$ cat src/rtl/fft_pkg.sv
// Shared constants, sample type and packed-bus helpers for the 8-point FFT datapath.
package fft_pkg;

    localparam int unsigned FFT_N  = 8;
    localparam int unsigned FFT_DW = 16;

    typedef struct packed {
        logic signed [FFT_DW-1:0] re;
        logic signed [FFT_DW-1:0] im;
    } cplx_t;

    // LSB position of slot k on a bus of dw-wide slots.
    function automatic int unsigned slice_lsb(input int unsigned k, input int unsigned dw);
        return k * dw;
    endfunction

endpackage

$ cat src/rtl/fft_frame_bank.sv
// N-slot complex register bank: single-slot write, async clear, whole-frame packed read-out.
module fft_frame_bank
    import fft_pkg::*;
#(
    parameter int unsigned DW = FFT_DW,
    parameter int unsigned N  = FFT_N,
    parameter int unsigned AW = $clog2(N)
) (
    input  logic          clk,
    input  logic          rst,
    input  logic          we,
    input  logic [AW-1:0] addr,
    input  logic [DW-1:0] wr_re,
    input  logic [DW-1:0] wr_im,
    output logic [N*DW-1:0] rd_re,
    output logic [N*DW-1:0] rd_im
);

    logic [N-1:0][DW-1:0] re_q, re_d;
    logic [N-1:0][DW-1:0] im_q, im_d;

    always_comb begin
        re_d = re_q;
        im_d = im_q;
        if (we) begin
            re_d[addr] = wr_re;
            im_d[addr] = wr_im;
        end
    end

    always_ff @(posedge clk or posedge rst) begin
        if (rst) begin
            re_q <= '0;
            im_q <= '0;
        end else begin
            re_q <= re_d;
            im_q <= im_d;
        end
    end

    always_comb begin
        rd_re = '0;
        rd_im = '0;
        for (int unsigned k = 0; k < N; k++) begin
            rd_re[slice_lsb(k, DW) +: DW] = re_q[k];
            rd_im[slice_lsb(k, DW) +: DW] = im_q[k];
        end
    end

endmodule

$ cat src/rtl/fft8_input_framer.sv
// Serial-to-parallel framer: ping-pong buffers natural-order samples into N-sample frames for
// the FFT core, with start-of-frame resync and a handed-off frame counter.
module fft8_input_framer
    import fft_pkg::*;
#(
    parameter int unsigned DW = FFT_DW,
    parameter int unsigned N  = FFT_N,
    parameter int unsigned CW = 16
) (
    input  logic            clk,
    input  logic            rst,
    input  logic            s_valid,
    output logic            s_ready,
    input  logic            s_sop,
    input  logic [DW-1:0]   s_re,
    input  logic [DW-1:0]   s_im,
    output logic            m_valid,
    input  logic            m_ready,
    output logic [N*DW-1:0] m_re,
    output logic [N*DW-1:0] m_im,
    output logic            err_resync,
    output logic [CW-1:0]   frame_cnt
);

    localparam int unsigned AW = $clog2(N);

    logic [AW-1:0] wr_cnt_q, wr_cnt_d;
    logic          wr_bank_q, wr_bank_d;
    logic          rd_bank_q, rd_bank_d;
    logic [1:0]    full_q, full_d;
    logic          err_q, err_d;
    logic [CW-1:0] frame_cnt_q, frame_cnt_d;

    logic          accept;
    logic          handoff;
    logic [AW-1:0] wr_slot;
    logic [N*DW-1:0] bank0_re, bank0_im, bank1_re, bank1_im;

    assign s_ready    = !full_q[wr_bank_q];
    assign m_valid    = full_q[rd_bank_q];
    assign accept     = s_valid && s_ready;
    assign handoff    = m_valid && m_ready;
    assign err_resync = err_q;
    assign frame_cnt  = frame_cnt_q;
    assign m_re       = rd_bank_q ? bank1_re : bank0_re;
    assign m_im       = rd_bank_q ? bank1_im : bank0_im;

    // Write and read banks differ whenever both events fire, so full bits never collide.
    always_comb begin
        wr_cnt_d    = wr_cnt_q;
        wr_bank_d   = wr_bank_q;
        rd_bank_d   = rd_bank_q;
        full_d      = full_q;
        err_d       = 1'b0;
        frame_cnt_d = frame_cnt_q;
        wr_slot     = wr_cnt_q;
        if (handoff) begin
            full_d[rd_bank_q] = 1'b0;
            rd_bank_d         = ~rd_bank_q;
            frame_cnt_d       = frame_cnt_q + CW'(1);
        end
        if (accept) begin
            if (s_sop && (wr_cnt_q != '0)) begin
                wr_slot  = '0;
                wr_cnt_d = AW'(1);
                err_d    = 1'b1;
            end else if (wr_cnt_q == AW'(N - 1)) begin
                full_d[wr_bank_q] = 1'b1;
                wr_bank_d         = ~wr_bank_q;
                wr_cnt_d          = '0;
            end else begin
                wr_cnt_d = wr_cnt_q + AW'(1);
            end
        end
    end

    always_ff @(posedge clk or posedge rst) begin
        if (rst) begin
            wr_cnt_q    <= '0;
            wr_bank_q   <= 1'b0;
            rd_bank_q   <= 1'b0;
            full_q      <= '0;
            err_q       <= 1'b0;
            frame_cnt_q <= '0;
        end else begin
            wr_cnt_q    <= wr_cnt_d;
            wr_bank_q   <= wr_bank_d;
            rd_bank_q   <= rd_bank_d;
            full_q      <= full_d;
            err_q       <= err_d;
            frame_cnt_q <= frame_cnt_d;
        end
    end

    fft_frame_bank #(.DW(DW), .N(N), .AW(AW)) u_bank0 (
        .clk   (clk),
        .rst   (rst),
        .we    (accept && !wr_bank_q),
        .addr  (wr_slot),
        .wr_re (s_re),
        .wr_im (s_im),
        .rd_re (bank0_re),
        .rd_im (bank0_im)
    );

    fft_frame_bank #(.DW(DW), .N(N), .AW(AW)) u_bank1 (
        .clk   (clk),
        .rst   (rst),
        .we    (accept && wr_bank_q),
        .addr  (wr_slot),
        .wr_re (s_re),
        .wr_im (s_im),
        .rd_re (bank1_re),
        .rd_im (bank1_im)
    );

endmodule
$ cat config.mk
export PLATFORM = sky130hd
export DESIGN_NAME = fft8_input_framer
export DESIGN_NICKNAME = d
export VERILOG_FILES = /design/src/rtl/fft_pkg.sv /design/src/rtl/fft_frame_bank.sv /design/src/rtl/fft8_input_framer.sv
export SDC_FILE = /design/constraint.sdc
export NUM_CORES = 1
export LEC_CHECK = 0
export BUFFER_PORTS_ARGS = -buffer_cell sky130_fd_sc_hd__buf_2
export CAP_MARGIN = 15
export CORE_ASPECT_RATIO = 2
export CORE_MARGIN = 2
export CORE_UTILIZATION = 35
export DETAILED_ROUTE_END_ITERATION = 8
export PLACE_DENSITY = 0.51
export SKIP_LAST_GASP = 1
export SLEW_MARGIN = 20
export SYNTH_ARGS = -nofsm -noshare
export SYNTH_HDL_FRONTEND = slang
export SYNTH_SLANG_ARGS = --single-unit
$ cat constraint.sdc
create_clock -name clk -period 15.1 [get_ports clk]
set_input_delay 0.755 -clock clk [delete_from_list [all_inputs] [get_ports clk]]
set_output_delay 0.755 -clock clk [all_outputs]
set_load 0.1 [all_outputs]
* Word-level counts from Yosys, hierarchy flattened
Index checks and enable logic that the tools add are counted.
Word-level totals: flip-flop bits (word level) 536, bits in latches 0, bits in writable memories 0, bits in read-only memories 0, input port bits 37, output and inout bits 275, logic and storage cells 91, memories 0
Operators by class: $add $sub $neg 2, multipliers 0, div/mod/pow operators 0, $lt $le $gt $ge 6, equality and inequality tests 1, shift operators 0, multiplexer cells 26, bitwise gates (word level) 6, reductions and logical operators 12
Operators with widths (count):
- $bwmux 128 | 4
- $mux 128 | 2
- $demux 16 s3 | 1
- $add 16x1->16 const B | 1
- $mux 16 | 1
- $mux 3 | 4
- $logic_and 1x1->1 | 8
- $mux 1 | 8
- $mux 2 | 4
- $lt 1x2->1 const B | 2
- $lt 3x4->1 const B | 1
- $add 3x1->3 const B | 1
- $eq 3x3->1 const B | 1
- $ge 3x1->1 const B | 1
- $not 1->1 | 3
- $reduce_and 3->1 | 1
- $reduce_bool 3->1 | 1
- $and 2x2->2 | 1
- $demux 1 s1 | 2
- $ge 1x1->1 const B | 2
- $logic_not 1->1 | 2
- $not 2->2 | 1
- $or 2x2->2 | 1

* Longest topological paths before layout
word-level depth 11, gate-level depth with buffers 9, depth with buffers taken out 7

* Modules after synthesis
A second synthesis with hierarchy kept.
Unflattened totals: cell total of the unflattened synthesis 1493, area total of the unflattened synthesis 23408.7 um^2
By module, submodules not included:
- fft_frame_bank (u_bank1) | times used 1, cells an instance 552, area each 9629.2 um^2, sequential area each 6406.1 um^2
- fft_frame_bank (u_bank0) | times used 1, cells an instance 552, area each 9609.2 um^2, sequential area each 6406.1 um^2
- fft8_input_framer | times used 1, cells an instance 389, area each 4170.2 um^2, sequential area each 600.6 um^2

* Least setup slack after synthesis
Ideal clock, no wire load.
path kind flip-flop to output port, start point register rd_bank_q, end point output port m_im[0], arrival 1.775 ns, data required time 14.345 ns, slack 12.570 ns, stages on the path, launching flop included 5, path buffers 3, cells stage by stage dfrtp_1 > clkbuf_1 > clkbuf_1 > clkbuf_1 > mux2_2
Between the ends: cells in the longest elaborated chain, start to end 1
RTL lines:
- from (decl) | line fft8_input_framer.sv:29 | logic rd_bank_q, rd_bank_d;
- from (signal assigned) | line fft8_input_framer.sv:88 | rd_bank_q <= rd_bank_d;
- $mux 128 | line fft8_input_framer.sv:46 | assign m_im = rd_bank_q ? bank1_im : bank0_im;
- to (decl) | line fft8_input_framer.sv:20 | output logic [N*DW-1:0] m_im,
No other way between the ends.

* Final worst setup path
start point register rd_bank_q, end point output port m_im[116]
The elaborated chain is that of the path after synthesis.

==> out/metrics.yaml <==
status:
  status: "completed"
worst_setup_path:
  cp.required_ps: 14350
  critPathMaxFanout: 154
  regToRegSetupSlack_ps: 11810
  critPathLaunchType: "flop"
  r2r_cells: 6
  arrival_ps: 3220
  rr_endpoint: "u_bank1.rd_re[118]$_DFFE_PP0P_"
  worstSetupEndpointType: "output port"
  critical_path_class: "flop to output port"
  r2r_start: "wr_bank_q$_DFFE_PP0P_"
floorplan:
  die_area_um2: 68900
  die_y_um: 369
  io_pins: 312
  core_um2: 66400
  row_count: 134
  initial_core_util_pct: 35.2
  fp.dieW_um: 187
yosys:
  synth-xor-area-share_pct: 0.600
  synth-compound-area-share_pct: 0.311
  async_flop_share_pct: 100
  synth.avg_cell_area_um2: 15.4
  synth_area_um2: 23400
  synth_most_common_cell: "mux2_2"
  synth_warnings: 0
  yosysTopAreaCellShare_pct: 57.4
  synth.area.top_cells: "dfrtp_1 (57%), mux2_2 (35%), mux2_4 (2.0%)"
  synth-adder-area-share_pct: 0.214
  synth_largest_area_cell: "dfrtp_1"
  synth_seq_area_share_pct: 57.4
  synth_cell_type_count: 34
  synth-simple-area-share_pct: 1.39
  synthMuxAreaShare_pct: 37.7
  synth_top_family_by_area: "multiplexers"
  ys_ff_latch: 536
  synthesis.nets: 1560
  synthCells: 1519
  ys_top_cells_by_count: "mux2_2 (736), dfrtp_1 (536), clkbuf_1 (62)"
  synth_edf_count: 0
  ys.flop_type: "dfrtp_1"
clocking:
  post_cts_buffers: 0
  htreeDepth: 2
  clockBufferDepth: 3
  hold_buffers: 0
  path_clk_slew_ps: 60
  cts_tree: "done"
  cts_resized: 0
  cts_root_buf: "clkbuf_16"
  cts_sinks: 536
  cts_buffers: 51
  clk_latency_ps: 600
drt:
  antenna_left: 0
  routedWlPerCell_um: 21.8
  drt_pass1_iterations: 4
  wirelength_um: 59200
  post-route-drc-count: 0
  routed_via_density: 4.90
  dr.first_iter.drc_count: 473
  detailroute.via_count: 13300
sta:
  slew_headroom_pct: 29.5
  worstMarginPinSlew_ps: 1050
  slew_violations: 0
  rsz0062_at_grt: "no"
  setup_tns_ps: 0
  clock_skew_ps: 23.3
  hold_viol: 0
  fmax_mhz: 252
  period_share_pct: 26.3
  setup_viol: 0
  fin_crit_ps: 3970
place:
  dpl.hpwl_um: 37600
  place_inst: 2627
  gp_congestion: 0.692
  port_buffers: 311
  placedInstanceArea_um2: 25700
layout:
  regArea_um2: 13400
  multiInputGateArea_um2: 9420
  final_core_util_pct: 41.4
  synthToLayoutAreaGrowth_pct: 17.6
  fin_nets: 1837
  finalNonFillerCells: 2718
  n_fill_cell: 6317
  drive_gt1_share_pct: 65.1
  design_area_um2: 27500
global_route:
  antenna_found_initial: 0
  grt_first_pass_wirelength_um: 91300
  grt_usage_pct: 17.2
  grt_pass1_vias: 14100
  grt_max_degree: 155
  grt_overflow: 0
min_path:
  min_path_type: "primary input to asynchronous set/reset pin"
run:
  maxCapViolCount: 0
-- placed cells by master (no fill, tap or decap), drive strengths merged, types with 5 or more instances in the layout --
master	instances
xnor2	13
buf	337
dfrtp	536
clkinv	5
inv	8
nand2	17
clkbuf	79
nand3	5
nand4	15
mux2	771
o21ai	7
nor2	5
-- critical path, stage by stage (launching register included) --
cell	delay, ps
dfrtp_4	930
buf_12	710
mux2_2	340
buf_2	430
-- state kept, by name, indices dropped and copies added, names as in the netlist --
| signal | flops |
|---|---|
| wr_bank_q | 1 |
| wr_cnt_q | 3 |
| err_resync | 1 |
| rd_bank_q | 1 |
| u_bank0.rd_re | 128 |
| u_bank1.rd_im | 128 |
| u_bank0.rd_im | 128 |
| frame_cnt | 16 |
| full_q | 2 |
| u_bank1.rd_re | 128 |
-- kinds of logic (layout without fill, tap and decap cells) --
logic type | Yosys count | in the layout
other | 0 | 1
multiplexers | 772 | 772
AO/OA/AOI/OAI | 12 | 12
AND/OR/NAND/NOR | 58 | 58
adder cells (fa/ha/maj) | 4 | 4
flip-flops | 536 | 536
buffers and inverters | 121 | 435
XOR/XNOR | 16 | 16
-- routing by layer --
metal	vias up	share of wire [%]	wire length [um]	global-route usage [%]
met2	344	42	25000	25.3
met4	0	1.7	987	3.97
met1	6941	48	28400	24.5
met3	60	8.0	4750	5.71
met5	-	0	0	0
li1	5986	-	-	-
-- worst max path at each step --
stage,start,endpoint,depth (start not counted)
after floorplan,rst,err_resync$_DFF_PP0_,1
after global placement,s_valid,u_bank1.rd_re[119]$_DFFE_PP0P_,5
after detailed placement,s_valid,u_bank1.rd_re[118]$_DFFE_PP0P_,5
after CTS,rd_bank_q$_DFFE_PP0N_,m_valid,4
after global routing,rd_bank_q$_DFFE_PP0N_,m_valid,4
final,rd_bank_q$_DFFE_PP0N_,m_im[116],3
-- stage by stage --
step | setup WS (ps) | hold slack, ps
final | 11130 | 236
after floorplan | 7060 | 452
after global routing | 10860 | 241
after CTS | 10980 | 225
after global placement | 11670 | 458
after detailed placement | 11600 | 480
-- cell type report --
cell class / count / share of cell area (%)
tap: 884 / 4.03
sequential: 536 / 48.8
antenna: 1 / 0.00911
clock buffer: 79 / 5.65
inverter: 8 / 0.123
multi-input combinational: 862 / 34.3
timing repair buffer: 337 / 6.45
clock inverter: 11 / 0.629
Power is not shown: default switching activity piles up to over one toggle a cycle in this logic, so the estimate is an artifact.
